**config.mk**
```make
export PLATFORM = sky130hd
export DESIGN_NAME = sat_counter
export DESIGN_NICKNAME = d
export VERILOG_FILES = /design/src/rtl/sat_counter.sv
export SDC_FILE = /design/constraint.sdc
export NUM_CORES = 1
export LEC_CHECK = 0
export ABC_CLOCK_PERIOD_IN_PS = 1800
export CORE_AREA = 2 2 39 41
export DETAILED_ROUTE_END_ITERATION = 10
export DIE_AREA = 0 0 41 43
export SYNTH_ARGS = -nofsm -noshare
export SYNTH_HDL_FRONTEND = slang
export SYNTH_SLANG_ARGS = --single-unit
```
**constraint.sdc**
```tcl
create_clock -name i_clk -period 1.8 [get_ports i_clk]
set_input_delay 0.54 -clock i_clk [delete_from_list [all_inputs] [get_ports i_clk]]
set_output_delay 0.54 -clock i_clk [all_outputs]
set_load 0.02 [all_outputs]
```
**src/rtl/sat_counter.sv**
```systemverilog
// Saturating up-counter with synchronous active-high reset; holds at all-ones.
module sat_counter #(
    parameter int WIDTH = 8
) (
    input  logic             i_clk,
    input  logic             i_reset,
    input  logic             i_inc,
    output logic [WIDTH-1:0] o_count
);

    logic [WIDTH-1:0] r_count;

    // Count up on request until all-ones is reached.
    always_ff @(posedge i_clk) begin
        if (i_reset) begin
            r_count <= {WIDTH{1'b0}};
        end else if (i_inc && (r_count != {WIDTH{1'b1}})) begin
            r_count <= r_count + {{(WIDTH-1){1'b0}}, 1'b1};
        end else begin
            r_count <= r_count;
        end
    end

    assign o_count = r_count;

endmodule

```
**Word level (Yosys, flattened, before mapping)**

Cells that the tools add are included.

- Reduce and logical (&&, ||, !) cells: 1
- Add/sub/neg operators: 1
- Equal/unequal tests: 1

Operator list:

| kind | number |
|---|---|
| 8-bit by 1-bit adder with 8-bit output, second input constant | 1 |
| 8-bit inequality test, second input constant | 1 |
| 1-bit logical AND | 1 |

- Output and inout port bits: 8
- Register bits after elaboration: 8

**Longest topological paths before layout**

Gate-level depths: netlist (run 1).

- Depth in word-level cells: 2
- Depth in mapped cells: 4
- Mapped depth without buffers: 4

**Worst setup path before layout (run 1)**

No wires, ideal clock.

- Path type: register -> register
- Start: reg r_count[0], in the netlist o_count[0]
- End: reg r_count[0], in the netlist o_count[0]
- Setup slack: 0.353 ns
- Setup time: 0.121 ns
- Stages on the path, launching flop included: 5
- Required time: 1.679 ns
- Path buffers: 0
- Data arrival time: 1.326 ns
- Cell sequence: dfxtp_1 > ha_1 > and3_4 > a21boi_4 > mux2_4

- Cells in the longest elaborated chain, start to end: 2
- Elaborated cells on any way between the ends: 3
- Classes of those cells: add/sub (1); eq/ne (1); reduce/logical (1)

RTL lines:

| item | RTL line | source |
|---|---|---|
| from (decl) | 11 | `logic [WIDTH-1:0] r_count;` |
| from (signal assigned) | 16 | `r_count <= {WIDTH{1'b0}};` |
| from (signal assigned) | 18 | `r_count <= r_count + {{(WIDTH-1){1'b0}}, 1'b1};` |
| from (signal assigned) | 20 | `r_count <= r_count;` |
| parallel branches: the longest is 2 deep, another holds 8-bit by 1-bit adder with 8-bit output | n/a |  |

Several ways; the timed one is not identified.
A chain may end at the register's enable or synchronous reset.

**Worst setup path in the final report (run 1)**

- Start: reg r_count[3], in the netlist o_count[3]
- End: out o_count[3]

RTL lines:

| item | RTL line | source |
|---|---|---|
| to (decl) | 8 | `output logic [WIDTH-1:0] o_count` |

No word-level cell between the ends.

==> results of run 1 <==
layer usage:
| metal | global-route usage, % | wire (um) | vias up |
|---|---|---|---|
| met1 | 17.7 | 423 | 194 |
| met4 | 12.0 | 0 | 0 |
| met2 | 18.4 | 513 | 18 |
| li1 | - | - | 207 |
| met5 | 0 | 0 | - |
| met3 | 3.14 | 72 | 0 |
power by group through the flow:
stage | combinational (uW) | sequential [uW] | clock [uW]
6_report | 38.7 | 188 | 140
5_1_grt | 41.7 | 189 | 158
4_1_cts | 39.1 | 188 | 145
3_5_place_dp | 42.1 | 192 | 0
3_3_place_gp | 42.0 | 192 | 0
2_1_floorplan | 15.5 | 196 | 0
kinds of logic after synthesis:
| family | synth area share, % |
|---|---|
| multiplexers | 5.81 |
| flip-flops | 37.2 |
| AND/OR/NAND/NOR | 24.7 |
| adder cells (fa/ha/maj) | 2.91 |
| AO/OA/AOI/OAI | 25.9 |
| buffers and inverters | 3.49 |
worst max path at each step:
stage,from,endpoint,slack (ps)
final,o_count[3],o_count[3],70
after CTS,o_count[5],o_count[5],5
after floorplan,o_count[0],o_count[0],350
after global placement,i_inc,o_count[3],-40
after global routing,o_count[3],o_count[3],10
after detailed placement,i_inc,o_count[3],-60
metrics by stage:
stage | power, uW | hold WS, ps
CTS | 372 | 513
finish | 366 | 509
detailed placement | 234 | 508
floorplan | 212 | 563
global placement | 234 | 493
global route | 389 | 544
repair_timing:
action | CTS | global route
gates resized for setup | 5 | 1
hold buffers | 0 | 0
gates cloned | 0 | 0
setup endpoints to repair | 5 | 1
pin swaps | 0 | 0
layout make-up:
class	instances	area share, %
clock buffer	3	3.88
inverter	1	0.647
multi-input combinational	36	44.0
sequential	8	27.6
tap	16	3.45
timing repair buffer	13	20.5
layout by cell type (no fill, tap or decap), drive strengths merged, types with 2 or more instances in the layout:
cell type	Yosys	final
nand2	5	5
and4	2	2
nor3	2	2
dlygate4sd2	0	5
clkdlybuf4s50	0	4
a21oi	5	5
buf	1	3
o21bai	2	2
clkbuf	0	3
a21boi	2	2
dfxtp	8	8
nand4	2	2
nand3	2	2
a211oi	2	2
==> metrics, run 1 <==
Clock Skew 5.55 ps; initial core utilization 31.1%; async set-or-reset flop fraction in the synthesized netlist 0%; Crit. End Element output pin; FF-to-FF Start o_count[0]; Num CTS Buffers 3; Hold Path Class flip-flop to flip-flop; cell taking the most area after synthesis dfxtp_1; worst-margin pin slew 291 ps; Final WS setup 71.8 ps; switch share 24.2%; PwrDens 631 nW/um^2; placement-stage cell area 562 sq um; Avg Cell Area, Syn 9.36 sq um; Post-Syn Nets 50; final instance area 581 sq um; startpoint types flip-flop; relative slew slack 80.6%; area of the multi-input gates 255 sq um; total detailed-routing wirelength 1010 um; chip width 41 um; sequential area share after synthesis 37.2%; Max Clk Rate 579 MHz; initial antenna violation count 0; TritonRoute pass-1 iters 6; hold path cells 1; WP data arrival 1190 ps; htree depth 1; Syn. warnings 0; mapped cell area 430 sq um; CTS tree yes; number of global-route vias before repair 337; largest net degree at the start of global routing 9; most common cell in the netlist dfxtp_1; TNS Setup 0 ps; PortBufs 10; Root Buffer Master clkbuf_4; hold wc startpoint o_count[5]; crit path buf inv count 1; clock power share 38.2%; Final Cycle Share 96.0%; Post-synth EDFFs 0; CP Class flip-flop to output pin; Max clock buf depth 2; final core utilization 42.0%; setup bufs post-CTS 0; Die ar. 1760 sq um; P_int 278 uW; pins over their slew limit 0; Clk Latency, worst-skew pair 260 ps; fin cells 77; Critical Path RT 1260 ps; Unique masters post-synth 25; Hold Path End o_count[5]; register bit total from synthesis 8; Initial DRC Count 21; max reg flops 8; ant diodes 0; commonest cells in the netlist 8 x dfxtp_1, 5 x a21oi_1, 5 x nand2_1; Final Net Count 67; Combinational Power Share 10.6%; layout cells sized above 1 18.0%; final-report setup violation count 0; Leak 0.000257 uW; Final Hold Fails 0; CP top delay family buffers and inverters; RSZ-0062 raised after global routing false; Reg-to-Reg End o_count[0]; worst r2r path cells 4; global-route wire length before repair 1520 um; io pins 11; die height 43 um; register-to-register setup slack 360 ps; synth top area cells dfxtp_1 37%, a21oi_1 5.8%, a21boi_4 4.4%; overflow left after global routing 0; most common flop cell mapped by yosys dfxtp_1; dpl cells 74; # fillers 144; VDD IR max 273 uV; Max-cap violations 0; status completed; slowest CP cell clkdlybuf4s50_1; vias 419; mean routed wirelength per cell 13.1 um; Flop pwr share 51.2%; Critical Path Max Stage Delay 600 ps; # rows 14; # DRC 0; remaining antenna violation count 0; Core Area 1380 sq um; crit path time final 1730 ps; pre-CTS setup slack -64.7 ps; gr usage total 13.9%; RePlAce Congestion 0.799; critical path peak fanout 2; top cell type's share of synthesized area 37.2%; clk slew on worst S/H paths 60 ps; Via-to-Cell Ratio 5.44; CP Depth 1; crit-path cells clkdlybuf4s50_1; Syn Inst Count 46; area grow syn2layout 34.9%; Clock Sinks 8; P_sw 88.7 uW; register area 160 sq um
(Power assumes the default switching activity.)
==> run 2: changes to the inputs <==
--- a/config.mk
+++ b/config.mk
@@ -5,8 +5,10 @@
 export SDC_FILE = /design/constraint.sdc
 export NUM_CORES = 1
 export LEC_CHECK = 0
-export ABC_CLOCK_PERIOD_IN_PS = 1800
+export ABC_CLOCK_PERIOD_IN_PS = 2200
 export CORE_AREA = 2 2 39 41
+export CTS_BUF_LIST = sky130_fd_sc_hd__clkbuf_4
+export CTS_CLUSTER_DIAMETER = 30
 export DETAILED_ROUTE_END_ITERATION = 10
 export DIE_AREA = 0 0 41 43
 export SYNTH_ARGS = -nofsm -noshare
==> constraint.sdc (replaced) <==
create_clock -name i_clk -period 2.2 [get_ports i_clk]
set_input_delay 0.66 -clock i_clk [delete_from_list [all_inputs] [get_ports i_clk]]
set_output_delay 0.66 -clock i_clk [all_outputs]
set_load 0.02 [all_outputs]
==> run 2 against run 1 <==
Utilization down 0.81 points. Wire length down 10%. Total power down 18%. First-iteration DRC count down 86%. Die area unchanged.
==> metrics, run 2 (synthesis gave the netlist of run 1 again) <==
status completed; Max-cap violations 0; pins over their slew limit 0; gr usage total 13.5%; number of global-route vias before repair 329; Final Hold Fails 0; Clock Skew 2.62 ps; CP startpoint o_count[3]; # DRC 0; Final Net Count 65; commonest non-fill, non-tap cell in the layout clkdlybuf4s50_1; layout cells sized above 1 15.3%; WP data arrival 1350 ps; Max Clk Rate 497 MHz; PwrDens 531 nW/um^2; Gates resized, CTS repair 0; Crit. End Element output pin; vias 399; Clk Latency, worst-skew pair 260 ps; relative slew slack 82.3%; Final Cycle Share 91.4%; mean routed wirelength per cell 12.1 um; Critical Path Max Stage Delay 650 ps; initial core utilization 31.1%; final-report setup violation count 0; VDD IR max 239 uV; setup bufs post-CTS 0; # rows 14; io pins 11; Hold Path Class flip-flop to flip-flop; Num CTS Buffers 3; Max clock buf depth 2; Leak 0.000205 uW; RSZ-0062 raised after global routing false; TritonRoute pass-1 iters 4; crit path time final 2010 ps; TNS Setup 0 ps; CTS tree yes; ant diodes 0; global-route wire length before repair 1480 um; Post-DP HPWL 674 um; critical path peak fanout 8; hold wc startpoint o_count[1]; largest net degree at the start of global routing 9; area grow syn2layout 32.3%; htree depth 1; initial antenna violation count 0; startpoint types flip-flop; FF-to-FF Start o_count[0]; die height 43 um; Critical Path RT 1540 ps; clk slew on worst S/H paths 50 ps; crit path buf inv count 1; total detailed-routing wirelength 905 um; slowest CP cell clkdlybuf4s50_1; Initial DRC Count 3; Via-to-Cell Ratio 5.32; CP top delay family buffers and inverters; remaining antenna violation count 0; Clock Sinks 8; chip width 41 um; most frequent cells in the layout 10 x clkdlybuf4s50_1, 8 x dfxtp_1, 5 x a21oi_1, 5 x nand2_1, 3 x clkbuf_4; max reg flops 8; Root Buffer Master clkbuf_4; CTS Hold Buffers Added 0; RePlAce Congestion 0.752; crit-path cells clkdlybuf4s50_1; CP Class flip-flop to output pin; Die ar. 1760 sq um; Core Area 1380 sq um; PortBufs 10; overflow left after global routing 0; Hold Slack 506 ps; worst-margin pin slew 265 ps
-- run 2: final cells by class --
class	count	area, sq um
clock buffers	3	22.5
inverters	1	3.75
well taps	16	20.0
flip-flops and latches	8	160
repair buffers	11	108
multi-input cells	36	255
fillers	148	815
-- run 2: routing by layer --
| layer | GRT usage [%] | vias up | wire [um] |
|---|---|---|---|
| met5 | 0 | - | 0 |
| met2 | 16.6 | 11 | 396 |
| li1 | - | 204 | - |
| met1 | 16.5 | 182 | 436 |
| met3 | 9.42 | 2 | 55 |
| met4 | 8.00 | 0 | 17 |
-- run 2: path summary, 6_finish.rpt --
| check | end | slack [ps] | cells after the start |
|---|---|---|---|
| min | o_count[1] | 510 | 2 |
| max | o_count[3] | 190 | 1 |
| max reg2reg | o_count[0] | 780 | 4 |
| min reg2reg | o_count[1] | 510 | 2 |
-- run 2: tightest hold or removal path: cells and delay by family, from the launching register on --
kind	cells	cell delay [ps]
AND/OR/NAND/NOR	1	70
multiplexers	1	50
flip-flops	1	340
-- run 2: power by group --
| part | total, uW | switching [uW] | internal [uW] |
|---|---|---|---|
| Clock | 114 | 51.9 | 62.6 |
| Combinational | 34.1 | 15.6 | 18.5 |
| Sequential | 154 | 4.82 | 149 |
-- run 2: stage by stage --
step / cells / util (%) / instance area, sq um / setup slack, ps / power [uW]
floorplan: 46 / - / 430 / 753 / 173
global route: 75 / 41.1 / 569 / 121 / 324
detailed placement: 72 / 39.5 / 547 / 239 / 191
CTS: 75 / 41.1 / 569 / 170 / 309
finish: 75 / 41.1 / 569 / 189 / 302
global placement: 72 / 39.5 / 547 / 274 / 191
